$ cat config.mk
export PLATFORM = sky130hd
export DESIGN_NAME = alu_arbiter_flat
export DESIGN_NICKNAME = d
export VERILOG_FILES = /design/src/rtl/alu_arbiter_if.sv /design/src/rtl/alu_arbiter.sv /design/src/flat_wrapper.sv
export SDC_FILE = /design/constraint.sdc
export NUM_CORES = 1
export LEC_CHECK = 0
export BUFFER_PORTS_ARGS = -buffer_cell sky130_fd_sc_hd__buf_2
export CORE_UTILIZATION = 35
export CTS_BUF_LIST = sky130_fd_sc_hd__clkbuf_2 sky130_fd_sc_hd__clkbuf_4 sky130_fd_sc_hd__clkbuf_8
export DETAILED_ROUTE_END_ITERATION = 6
export GPL_ROUTABILITY_DRIVEN = 0
export PLACE_DENSITY = 0.68
export SETUP_SLACK_MARGIN = 0.1
export SYNTH_ARGS = -nofsm -noshare
export SYNTH_HDL_FRONTEND = slang
export SYNTH_SLANG_ARGS = --single-unit
$ cat constraint.sdc
create_clock -name CLK -period 4.7 [get_ports CLK]
set_clock_uncertainty 0.05 [all_clocks]
set_input_delay 0 -clock CLK [delete_from_list [all_inputs] [get_ports CLK]]
set_output_delay 0 -clock CLK [all_outputs]
set_load 0.01 [all_outputs]
$ cat src/rtl/alu_arbiter_if.sv
`default_nettype none
// ============================================================================
// Module      : alu_arbiter_if
// Description : Core-side bus of the shared ALU arbiter. Carries both cores'
//               requests, opcodes, operands and flushes into the arbiter, and
//               the grants plus the shared result bus back out.
//   req       2         per-core request, bit i = core i
//   aluop_in  2*OP_W    per-core opcode, core i at [i*OP_W +: OP_W]
//   portA_in  2*DATA_W  per-core operand A, sliced the same way
//   portB_in  2*DATA_W  per-core operand B, sliced the same way
//   flush     2         per-core cancel of in-flight ops
//   gnt       2         per-core grant (combinational, one-hot or zero)
//   rvalid    2         per-core result valid pulse
//   rdata     DATA_W    shared result, qualified by rvalid
//   rflags    3         {negative, zero, overflow} captured with rdata
// Revision    : 1.0 - initial release
// ============================================================================
interface alu_arbiter_if #(
  parameter int DATA_W = 32,
  parameter int OP_W   = 4
);
  logic [1:0]          req;
  logic [2*OP_W-1:0]   aluop_in;
  logic [2*DATA_W-1:0] portA_in;
  logic [2*DATA_W-1:0] portB_in;
  logic [1:0]          flush;
  logic [1:0]          gnt;
  logic [1:0]          rvalid;
  logic [DATA_W-1:0]   rdata;
  logic [2:0]          rflags;

  // Cores side
  modport master (
    output req, aluop_in, portA_in, portB_in, flush,
    input  gnt, rvalid, rdata, rflags
  );

  // Arbiter side
  modport slave (
    input  req, aluop_in, portA_in, portB_in, flush,
    output gnt, rvalid, rdata, rflags
  );
endinterface
`default_nettype wire

$ cat src/rtl/alu_arbiter.sv
`default_nettype none
// ============================================================================
// Module      : alu_arbiter
// Description : Shares one ALU between two cores. Round-robin grant (one op
//               per cycle), a registered issue stage driving the ALU, and a
//               registered response stage returning the result to the owning
//               core two cycles after the transfer. Per-core flush kills that
//               core's op while it sits in the issue stage.
//   CLK           in   clock, rising edge
//   RST           in   asynchronous active-high reset
//   bus           slave core-side request/grant/response bus
//   alu_aluop     out  opcode to ALU
//   alu_portA     out  operand A to ALU
//   alu_portB     out  operand B to ALU
//   alu_portOut   in   ALU result
//   alu_negative  in   ALU negative flag
//   alu_zero      in   ALU zero flag
//   alu_overflow  in   ALU overflow flag
// Revision    : 1.0 - initial release
// ============================================================================
module alu_arbiter #(
  parameter int DATA_W = 32,
  parameter int OP_W   = 4
) (
  input  wire logic              CLK,
  input  wire logic              RST,
  alu_arbiter_if.slave           bus,
  output logic [OP_W-1:0]        alu_aluop,
  output logic [DATA_W-1:0]      alu_portA,
  output logic [DATA_W-1:0]      alu_portB,
  input  wire logic [DATA_W-1:0] alu_portOut,
  input  wire logic              alu_negative,
  input  wire logic              alu_zero,
  input  wire logic              alu_overflow
);

  // Arbitration state: id of the core that won the most recent transfer.
  logic              last_gnt_q, last_gnt_d;

  // Issue stage
  logic              iss_v_q, iss_v_d;
  logic              iss_owner_q, iss_owner_d;
  logic [OP_W-1:0]   iss_op_q, iss_op_d;
  logic [DATA_W-1:0] iss_a_q, iss_a_d;
  logic [DATA_W-1:0] iss_b_q, iss_b_d;

  // Response stage
  logic [1:0]        rvalid_q, rvalid_d;
  logic [DATA_W-1:0] rdata_q, rdata_d;
  logic [2:0]        rflags_q, rflags_d;

  // Combinational helpers
  logic [1:0]        w_req_eff;
  logic [1:0]        w_gnt;
  logic              w_xfer;
  logic              w_gnt_id;
  logic              w_resp;

  always_comb begin
    // A flushed core cannot be granted this cycle; its slot goes to the other.
    w_req_eff = bus.req & ~bus.flush;
    w_gnt     = w_req_eff;
    if (&w_req_eff) begin
      w_gnt = last_gnt_q ? 2'b01 : 2'b10;
    end
    w_xfer   = |w_gnt;
    w_gnt_id = w_gnt[1];

    last_gnt_d  = last_gnt_q;
    iss_v_d     = w_xfer;
    iss_owner_d = iss_owner_q;
    iss_op_d    = iss_op_q;
    iss_a_d     = iss_a_q;
    iss_b_d     = iss_b_q;
    if (w_xfer) begin
      last_gnt_d  = w_gnt_id;
      iss_owner_d = w_gnt_id;
      iss_op_d    = w_gnt_id ? bus.aluop_in[2*OP_W-1:OP_W]     : bus.aluop_in[OP_W-1:0];
      iss_a_d     = w_gnt_id ? bus.portA_in[2*DATA_W-1:DATA_W] : bus.portA_in[DATA_W-1:0];
      iss_b_d     = w_gnt_id ? bus.portB_in[2*DATA_W-1:DATA_W] : bus.portB_in[DATA_W-1:0];
    end

    // The owner's flush only matters while the op is in the issue stage;
    // an already registered response is never retracted.
    w_resp   = iss_v_q & ~bus.flush[iss_owner_q];
    rvalid_d = 2'b00;
    rdata_d  = rdata_q;
    rflags_d = rflags_q;
    if (w_resp) begin
      rvalid_d[iss_owner_q] = 1'b1;
      rdata_d               = alu_portOut;
      rflags_d              = {alu_negative, alu_zero, alu_overflow};
    end
  end

  always_ff @(posedge CLK or posedge RST) begin
    if (RST) begin
      last_gnt_q  <= 1'b1;  // core 0 wins the first contention
      iss_v_q     <= 1'b0;
      iss_owner_q <= 1'b0;
      iss_op_q    <= '0;
      iss_a_q     <= '0;
      iss_b_q     <= '0;
      rvalid_q    <= 2'b00;
      rdata_q     <= '0;
      rflags_q    <= 3'b000;
    end else begin
      last_gnt_q  <= last_gnt_d;
      iss_v_q     <= iss_v_d;
      iss_owner_q <= iss_owner_d;
      iss_op_q    <= iss_op_d;
      iss_a_q     <= iss_a_d;
      iss_b_q     <= iss_b_d;
      rvalid_q    <= rvalid_d;
      rdata_q     <= rdata_d;
      rflags_q    <= rflags_d;
    end
  end

  assign bus.gnt    = w_gnt;
  assign bus.rvalid = rvalid_q;
  assign bus.rdata  = rdata_q;
  assign bus.rflags = rflags_q;

  assign alu_aluop  = iss_op_q;
  assign alu_portA  = iss_a_q;
  assign alu_portB  = iss_b_q;

endmodule
`default_nettype wire

$ cat src/flat_wrapper.sv
// flat-port wrapper written by rule: the top's interface ports become plain ports
module alu_arbiter_flat 
#(
  parameter int DATA_W = 32,
  parameter int OP_W   = 4
)
  (CLK, RST, alu_aluop, alu_portA, alu_portB, alu_portOut, alu_negative, alu_zero, alu_overflow, bus_req, bus_aluop_in, bus_portA_in, bus_portB_in, bus_flush, bus_gnt, bus_rvalid, bus_rdata, bus_rflags);
  alu_arbiter_if #(.DATA_W(DATA_W), .OP_W(OP_W)) bus_i ();
  input  wire logic CLK;
  input  wire logic RST;
  output logic [OP_W-1:0] alu_aluop;
  output logic [DATA_W-1:0] alu_portA;
  output logic [DATA_W-1:0] alu_portB;
  input  wire logic [DATA_W-1:0] alu_portOut;
  input  wire logic alu_negative;
  input  wire logic alu_zero;
  input  wire logic alu_overflow;
  input wire logic [$bits(bus_i.req)-1:0] bus_req;
  input wire logic [$bits(bus_i.aluop_in)-1:0] bus_aluop_in;
  input wire logic [$bits(bus_i.portA_in)-1:0] bus_portA_in;
  input wire logic [$bits(bus_i.portB_in)-1:0] bus_portB_in;
  input wire logic [$bits(bus_i.flush)-1:0] bus_flush;
  output wire logic [$bits(bus_i.gnt)-1:0] bus_gnt;
  output wire logic [$bits(bus_i.rvalid)-1:0] bus_rvalid;
  output wire logic [$bits(bus_i.rdata)-1:0] bus_rdata;
  output wire logic [$bits(bus_i.rflags)-1:0] bus_rflags;
  assign bus_i.req = bus_req;
  assign bus_i.aluop_in = bus_aluop_in;
  assign bus_i.portA_in = bus_portA_in;
  assign bus_i.portB_in = bus_portB_in;
  assign bus_i.flush = bus_flush;
  assign bus_gnt = bus_i.gnt;
  assign bus_rvalid = bus_i.rvalid;
  assign bus_rdata = bus_i.rdata;
  assign bus_rflags = bus_i.rflags;
  alu_arbiter #(.DATA_W(DATA_W), .OP_W(OP_W)) u_core (.CLK(CLK), .RST(RST), .bus(bus_i), .alu_aluop(alu_aluop), .alu_portA(alu_portA), .alu_portB(alu_portB), .alu_portOut(alu_portOut), .alu_negative(alu_negative), .alu_zero(alu_zero), .alu_overflow(alu_overflow));
endmodule
==> impl_metrics.py, run 1 <==
metrics = {
    "clock_network": {
        "cts_setup_buffers": 0,
        "ctsResizeCount": 0,
        "cts_sinks": 108,
        "htree_num_levels": 3,
        "hold_buffers": 156,
        "cts-buffers-inserted": 9,
        "cts_buffer_depth": 2,
        "cts_root_buf": "clkbuf_8",
    },
    "floorplan": {
        "die_h_um": 116,
        "fp.dieW_um": 116,
        "start_util_pct": 36.0,
        "rows": 41,
        "io-pin-count": 284,
    },
    "synthesis": {
        "synthTopCellsByCount": "107 x dfrtp_1, 68 x o221a_2, 68 x or3_1",
        "async_flop_share_pct": 100,
        "synth-seq-cells": 108,
        "syn_nets": 506,
        "synth.yosys.seq_area_share_pct": 59.3,
        "synth_top_area_share_pct": 58.7,
        "ys_warn_count": 0,
        "syn_inst": 329,
        "synth_cell_types": 22,
        "synth_top_flop_cell": "dfrtp_1",
        "yosysMostFrequentCell": "dfrtp_1",
        "synth_area_leader_cell": "dfrtp_1",
        "synth-edff-count": 0,
        "avgSynthCellArea_um2": 13.9,
        "ys_top_cells_by_area": "dfrtp_1 59%, o221a_2 17%, or3_1 9.3%, mux2_2 8.6%, clkbuf_1 1.4%",
        "syn-cell-area_um2": 4560,
    },
    "outcome": {
        "status": "aborted with a tool error",
        "stop_stage": "clock tree synthesis (4_1_cts)",
        "error_line": "[ERROR RSZ-0060] Max buffer count reached.",
    },
    "placed_design": {
        "dp_hpwl_mm": 9.24,
        "port_buffers": 283,
    },
}
==> metrics by stage <==
stage / instance area [um2] / cells / worst slack (ps) / util, %
floorplan: 4560 / 329 / 1810 / -
global placement: 6080 / 756 / 2400 / 48.0
detailed placement: 6080 / 756 / 2310 / 48.0
==> logic make-up after synthesis <==
group / share of synthesized area, %
AOI/OAI and AO/OA: 17.5
buffers and inverters: 4.01
DFF: 59.3
muxes: 8.86
and+or+nand+nor: 10.4
==> run 2, diff against run 1 <==
Settings changed: CORE_UTILIZATION 35 to 20, CTS_BUF_LIST sky130_fd_sc_hd__clkbuf_2 sky130_fd_sc_hd__clkbuf_4 sky130_fd_sc_hd__clkbuf_8 to default, PLACE_DENSITY 0.68 to default, PLACE_DENSITY_LB_ADDON from default to 0.15, SETUP_SLACK_MARGIN 0.1 to default.
==> impl_metrics.py, run 2 <==
metrics = {
    "cells_and_area": {
        "fin_cells": 1054,
        "drive_above_1_share_pct": 53.4,
        "diodes": 0,
        "fin_nets": 946,
        "fillers": 2172,
        "final_cell_mix": "283 x buf_2, 174 x dlygate4sd3_1, 107 x dfrtp_1",
        "final_common_cell": "buf_2",
        "synthToLayoutAreaGrowth_pct": 81.2,
    },
    "floorplan": {
        "core_area_um2": 22100,
        "fp.dieW_um": 153,
        "dieArea_um2": 23400,
        "io-pin-count": 284,
        "die_h_um": 153,
        "start_util_pct": 20.6,
        "rows": 54,
    },
    "worst_setup_path": {
        "endpoint_kind": "flop",
        "critical_path_class": "primary input to flop",
        "crit_fanout": 73,
        "path_buf_inv": 5,
        "cp-start-kind": "primary input",
        "crit_family": "buffers and inverters",
        "max_stage_delay_ps": 790,
        "crit_slowest_cell": "o21ai_4",
        "path_cells": "dlygate4sd3_1 -> buf_2 -> nand2b_2 -> buf_4 -> o21ai_4 -> buf_4 -> o221a_2 -> dlygate4sd3_1",
        "arrival_ps": 3380,
        "worstPathRequired_ps": 4940,
    },
    "power": {
        "finalPower_w": 0.00279,
        "p_leak_nw": 3.67,
        "power.density_nw_per_um2": 338,
        "peakVddDrop_mv": 0.136,
    },
    "sta": {
        "rsz0062_at_grt": "no",
        "maxSlewViolCount": 0,
        "setup_viol": 0,
        "timing.final.crit_share_pct": 66.9,
        "tightest_slew_ps": 1060,
        "clock.fmax_mhz": 318,
        "slew_headroom_pct": 29.4,
        "hold_violations": 0,
        "min_period_ps": 3140,
        "fin_tns_setup_ps": 0,
        "fin_ws_ps": 1560,
        "holdWs_ps": 185,
    },
    "synthesis": {
        "synth_top_area_share_pct": 58.7,
        "synth-simple-area-share_pct": 10.4,
        "synthXorXnorAreaFrac_pct": 0,
        "synth-edff-count": 0,
        "synth_top_family_by_area": "compound AO/OA/AOI/OAI gates",
        "syn-cell-area_um2": 4560,
        "synth_top_flop_cell": "dfrtp_1",
        "synth_area_leader_cell": "dfrtp_1",
        "synthTopCellsByCount": "107 x dfrtp_1, 68 x o221a_2, 68 x or3_1",
        "synth-adder-area-share_pct": 0,
        "synth_mux_area_share_pct": 8.86,
        "avgSynthCellArea_um2": 13.9,
        "synth-seq-cells": 108,
        "yosysMostFrequentCell": "dfrtp_1",
        "ys_top_cells_by_area": "dfrtp_1 59%, o221a_2 17%, or3_1 9.3%, mux2_2 8.6%, clkbuf_1 1.4%",
        "synth.yosys.seq_area_share_pct": 59.3,
        "async_flop_share_pct": 100,
        "synth_cell_types": 22,
        "synth-compound-area-share_pct": 17.5,
        "syn_nets": 506,
        "syn_inst": 329,
        "ys_warn_count": 0,
    },
    "grt": {
        "grt_pass1_vias": 5046,
        "grt_overflow": 0,
        "grt_first_pass_wirelength_mm": 25.7,
        "grt_max_degree": 74,
        "grtUsageTotal_pct": 13.9,
        "antenna_found_initial": 2,
    },
    "routing": {
        "post-route-drc-count": 0,
        "vias": 4599,
        "vias_per_cell": 4.36,
        "routedWlPerCell_um": 15.2,
        "drt_iter0_drc": 137,
        "postRouteAntennaNets": 0,
        "drt_wl_total_mm": 16.1,
        "drt_first_pass_iters": 4,
    },
    "clock_network": {
        "htree_num_levels": 3,
        "path_clk_slew_ps": 70,
        "clock_latency_ps": 340,
        "cts_root_buf": "clkbuf_16",
        "cts_tree": "built",
        "cts_sinks": 108,
        "cts_buffer_depth": 2,
        "cts-buffers-inserted": 9,
    },
    "job": {
        "cap_violations": 0,
    },
    "placed_design": {
        "dp_hpwl_mm": 10.6,
        "pre_cts_ws_ps": 2250,
        "port_buffers": 283,
        "dpl.cell_count": 864,
    },
    "outcome": {
        "status": "finished, final reports clean",
    },
    "worst_hold_path": {
        "min_path_type": "primary input to flop",
    },
}
[run 2: cell counts after synthesis]
Identical to the previous run, type by type.
[run 2: report_power, final]
group	internal (W)	total, W	switching (W)
clock network	0.000422	0.000796	0.000375
logic	0.000483	0.000813	0.000330
registers	0.00109	0.00118	0.0000887
total	0.00200	0.00279	0.000793
[run 2: worst min-delay path, cell delays in order]
cell and delay (ps):
buf_2 110, inv_1 90, o21ai_4 240
[run 2: per-layer routing]
metal	routed length, um	vias up	share of wire (%)	GRT usage, %
met5	22	-	0.14	0
met4	193	4	1.2	4.04
met3	898	13	5.6	3.43
met2	8280	171	52	25.7
met1	6670	2252	42	15.8
li1	-	2159	-	-
[run 2: final timing paths]
kind / from / end / slack [ps] / cells after the start
worst max-delay path: bus_flush[1] / u_core.alu_portB[8] / 1560 / 8
worst min-delay path: bus_req[0] / u_core.iss_v_q / 180 / 3
worst max register to register: u_core.last_gnt_q / u_core.alu_portB[8] / 2120 / 4
worst min register to register: u_core.last_gnt_q / u_core.last_gnt_q / 440 / 2
max in group asynchronous: RST / u_core.bus.rdata[11] / 3160 / 4
min in group asynchronous: RST / u_core.bus.rflags[0] / 320 / 3
[run 2: metrics by stage]
stage	area (um2)	utilization, %
6_report	8260	37.4
2_1_floorplan	4560	-
5_1_grt	8260	37.4
3_5_place_dp	6210	28.1
4_1_cts	8260	37.4
3_3_place_gp	6210	28.1
[run 2: cell families after synthesis]
family	after synthesis
buffers and inverters	37
AND/OR/NAND/NOR	76
AO/OA/AOI/OAI	72
multiplexers	36
flip-flops	108
[run 2: area by class of cell]
class | instances | area, um2 | area share (%)
clock buffer | 9 | 225 | 2.73
clock inverter | 7 | 82.6 | 0.999
inverter | 5 | 21.3 | 0.257
multi-input combinational | 184 | 1690 | 20.5
sequential | 108 | 2700 | 32.7
tap | 280 | 350 | 4.24
timing repair buffer | 461 | 3190 | 38.6
[run 2: repair_timing]
action / in CTS / in global routing
hold endpoints to repair: 172 / 0
hold buffers: 174 / 0
setup buffers: 0 / 0
resized for setup: 0 / 0
Note: power is estimated with default switching activity, not from simulation.
==> run 3, diff against run 2 <==
Clock period 4.7 ns to 3.3 ns, I/O delays scaled along.
==> impl_metrics.py, run 3 (synthesis results as in run 2) <==
metrics = {
    "floorplan": {
        "dieArea_um2": 23400,
        "start_util_pct": 20.6,
        "rows": 54,
        "io-pin-count": 284,
        "fp.dieW_um": 153,
        "die_h_um": 153,
        "core_area_um2": 22100,
    },
    "clock_network": {
        "ctsResizeCount": 0,
        "cts_setup_buffers": 0,
        "cts_tree": "built",
        "cts_root_buf": "clkbuf_16",
        "cts_buffer_depth": 2,
        "cts-buffers-inserted": 9,
        "path_clk_slew_ps": 80,
        "clock_latency_ps": 350,
        "cts_sinks": 108,
        "hold_buffers": 174,
        "htree_num_levels": 3,
    },
    "sta": {
        "slew_headroom_pct": 29.9,
        "fin_tns_setup_ps": 0,
        "setup_viol": 0,
        "rsz0062_at_grt": "no",
        "min_period_ps": 2610,
        "hold_violations": 0,
        "holdWs_ps": 190,
        "tightest_slew_ps": 1050,
        "timing.final.crit_share_pct": 79.0,
        "clock.fmax_mhz": 383,
        "maxSlewViolCount": 0,
    },
    "worst_setup_path": {
        "critical_path_class": "primary input to flop",
        "max_stage_delay_ps": 750,
        "cp-start-kind": "primary input",
        "rr_startpoint": "u_core.last_gnt_q",
        "cp-startpoint": "bus_flush[0]",
        "crit_slowest_cell": "o21ai_4",
        "path_cells": "dlygate4sd3_1 -> buf_2 -> o21ai_4 -> buf_4 -> o221a_2 -> dlygate4sd3_1",
        "arrival_ps": 2850,
        "worstPathRequired_ps": 3540,
        "crit_fanout": 37,
        "endpoint_kind": "flop",
        "cp_common_cell": "dlygate4sd3_1",
    },
    "placed_design": {
        "port_buffers": 283,
        "dpl.cell_count": 866,
        "place_area_um2": 6230,
        "dp_hpwl_mm": 10.6,
    },
    "grt": {
        "antenna_found_initial": 2,
        "grt_first_pass_wirelength_mm": 26.1,
        "grt_overflow": 0,
        "grt_max_degree": 73,
        "grtUsageTotal_pct": 14.3,
        "grt_pass1_vias": 4952,
    },
    "routing": {
        "drt_iter0_drc": 177,
        "routedWlPerCell_um": 15.4,
        "postRouteAntennaNets": 0,
        "vias": 4545,
        "vias_per_cell": 4.30,
        "post-route-drc-count": 0,
        "drt_wl_total_mm": 16.3,
        "drt_first_pass_iters": 4,
    },
    "cells_and_area": {
        "drive_above_1_share_pct": 53.5,
        "final_common_cell": "buf_2",
        "fin_cells": 1057,
        "fin_nets": 948,
        "final_cell_mix": "283 x buf_2, 174 x dlygate4sd3_1, 107 x dfrtp_1",
        "synthToLayoutAreaGrowth_pct": 81.8,
        "stdcell_area_um2": 8290,
    },
    "worst_hold_path": {
        "hold_start": "bus_req[1]",
        "min_path_type": "primary input to flop",
    },
    "outcome": {
        "status": "finished, final reports clean",
    },
    "power": {
        "power.density_nw_per_um2": 484,
        "peakVddDrop_mv": 0.198,
        "p_leak_nw": 3.69,
    },
    "job": {
        "cap_violations": 0,
    },
}
run 3: worst paths after layout:
path / cells after the start / slack (ps) / endpoint
min in group asynchronous: 3 / 310 / u_core.bus.rdata[29]
max in group asynchronous: 4 / 2030 / u_core.bus.rdata[19]
min reg2reg: 2 / 450 / u_core.last_gnt_q
max reg2reg: 4 / 760 / u_core.alu_portB[3]
max: 6 / 690 / u_core.alu_portB[3]
min: 3 / 190 / u_core.iss_v_q
run 3: critical path: cells and delay by family:
family | cells | cell delay [ps]
AO/OA/AOI/OAI | 2 | 1010
buffers and inverters | 4 | 1800
run 3: layer usage:
metal,vias to the layer above,share of wire (%),GRT usage (%)
met2,180,50,25.5
met4,2,2.2,5.68
met3,23,5.9,3.23
met5,-,0.068,0
li1,2172,-,-
met1,2168,42,16.4
run 3: cell type report:
type	count	area [um2]
Tap cell	280	350
Fill cell	2167	13800
Clock inverter	7	90.1
Timing Repair Buffer	463	3200
Antenna cell	1	2.50
Multi-Input combinational cell	184	1690
Clock buffer	9	225
Inverter	5	21.3
Sequential cell	108	2700
run 3: per-stage QoR:
| stage | power, W | utilization [%] | worst slack (ps) |
|---|---|---|---|
| after floorplan | 0.00217 | - | 406 |
| after global placement | 0.00259 | 28.2 | 1290 |
| after detailed placement | 0.00261 | 28.2 | 1260 |
| after CTS | 0.00408 | 37.5 | 689 |
| after global routing | 0.00426 | 37.5 | 539 |
| final | 0.00401 | 37.5 | 692 |
run 3: where the power goes:
| group | internal, W | leakage [nW] | switching (W) |
|---|---|---|---|
| clock | 0.000612 | 0.156 | 0.000560 |
| combinational | 0.000690 | 2.31 | 0.000473 |
| sequential | 0.00155 | 1.22 | 0.000122 |
==> run 4, diff against run 3 <==
Clock period 3.3 ns to 2.55 ns, I/O delays scaled along.
==> impl_metrics.py, run 4 (synthesis results as in run 2) <==
metrics = {
    "worst_hold_path": {
        "min_to": "u_core.iss_v_q",
        "min_delay_path_depth": 4,
        "hold_start": "bus_req[0]",
        "min_path_type": "primary input to flop",
    },
    "worst_setup_path": {
        "max_stage_delay_ps": 570,
        "critical_path_class": "flop to flop",
        "endpoint_kind": "flop",
        "path_cells": "and3b_2 -> buf_12 -> or3_1 -> o221a_2 -> dlygate4sd3_1",
        "r2r_cells": 5,
        "rr_startpoint": "u_core.last_gnt_q",
        "crit_slowest_cell": "dfstp_2",
        "rrSetupSlack_ps": 220,
        "arrival_ps": 2570,
        "worstPathRequired_ps": 2790,
        "rr_endpoint": "u_core.alu_portB[2]",
        "crit_fanout": 40,
        "cp-start-kind": "flop",
    },
    "placed_design": {
        "port_buffers": 283,
        "dp_hpwl_mm": 10.1,
    },
    "sta": {
        "hold_violations": 0,
        "maxSlewViolCount": 0,
        "slew_headroom_pct": 46.1,
        "tightest_slew_ps": 805,
        "min_period_ps": 2330,
        "fin_tns_setup_ps": 0,
        "rsz0062_at_grt": "no",
        "clock.fmax_mhz": 429,
        "timing.final.crit_share_pct": 91.5,
        "setup_viol": 0,
    },
    "outcome": {
        "status": "finished, final reports clean",
    },
    "floorplan": {
        "fp.dieW_um": 153,
        "start_util_pct": 20.6,
        "core_area_um2": 22100,
        "dieArea_um2": 23400,
        "die_h_um": 153,
        "rows": 54,
        "io-pin-count": 284,
    },
    "grt": {
        "antenna_found_initial": 0,
        "grt_max_degree": 109,
        "grt_pass1_vias": 4959,
        "grt_overflow": 0,
        "grt_first_pass_wirelength_mm": 25.1,
        "grtUsageTotal_pct": 13.5,
    },
    "clock_network": {
        "cts_setup_buffers": 0,
        "cts_buffer_depth": 2,
        "path_clk_slew_ps": 80,
        "ctsResizeCount": 0,
        "cts_tree": "built",
        "cts_sinks": 108,
        "cts-buffers-inserted": 9,
        "htree_num_levels": 3,
        "clock_latency_ps": 350,
        "cts_root_buf": "clkbuf_16",
        "hold_buffers": 175,
    },
    "routing": {
        "drt_wl_total_mm": 15.7,
        "routedWlPerCell_um": 14.9,
        "postRouteAntennaNets": 0,
        "vias": 4584,
        "drt_first_pass_iters": 4,
        "vias_per_cell": 4.33,
        "drt_iter0_drc": 199,
        "post-route-drc-count": 0,
    },
    "cells_and_area": {
        "fillers": 2168,
        "drive_above_1_share_pct": 53.5,
        "final_cell_mix": "283 x buf_2, 175 x dlygate4sd3_1, 107 x dfrtp_1",
        "final_util_pct": 37.6,
        "final_common_cell": "buf_2",
        "diodes": 0,
        "fin_nets": 950,
        "synthToLayoutAreaGrowth_pct": 82.2,
    },
    "power": {
        "peakVddDrop_mv": 0.256,
        "p_leak_nw": 3.69,
        "power.density_nw_per_um2": 612,
    },
    "job": {
        "cap_violations": 0,
    },
}
run 4: layout make-up:
type	count	area, um2	share of cell area, %
Clock inverter	6	56.3	0.678
Multi-Input combinational cell	184	1690	20.4
Timing Repair Buffer	465	3250	39.1
Tap cell	280	350	4.22
Clock buffer	10	239	2.88
Sequential cell	108	2700	32.5
Inverter	5	22.5	0.271
run 4: report_power, final:
part	total, W	internal (W)	leakage (nW)	switching, W
clock network	0.00141	0.000712	0.143	0.000698
registers	0.00217	0.00201	1.22	0.000162
logic	0.00150	0.000900	2.32	0.000604
total	0.00509	0.00362	3.69	0.00146
run 4: how the worst max path moves through the flow:
stage	from	to	slack, ps
after global placement	u_core.last_gnt_q	u_core.alu_portA[30]	770
final	u_core.last_gnt_q	u_core.alu_portB[2]	220
after detailed placement	u_core.iss_owner_q	u_core.bus.rdata[14]	740
after global routing	u_core.last_gnt_q	u_core.alu_portB[4]	60
after CTS	u_core.last_gnt_q	u_core.alu_portA[27]	200
after floorplan	RST	u_core.alu_aluop[0]	1200
run 4: routing by layer:
metal / vias to the layer above / wire length (um) / track usage, %
li1: 2167 / - / -
met1: 2230 / 6710 / 15.2
met2: 173 / 7960 / 24.9
met3: 14 / 888 / 3.46
met4: 0 / 178 / 3.66
met5: - / 0 / 0
run 4: metrics by stage:
step	total power (W)	hold slack, ps	instance area (um2)	setup slack [ps]	std cells
after floorplan	0.00281	15.9	4560	1200	329
after global placement	0.00336	143	6260	766	867
after detailed placement	0.00337	146	6260	744	867
after CTS	0.00517	179	8310	199	1058
after global routing	0.00538	203	8310	61.7	1058
final	0.00509	180	8310	217	1058
run 4: critical path, delay by kind of cell, from the launching register on:
kind | cells | cell delay (ps)
AO/OA/AOI/OAI | 1 | 170
AND/OR/NAND/NOR | 2 | 650
flip-flops | 1 | 570
buffers and inverters | 2 | 810
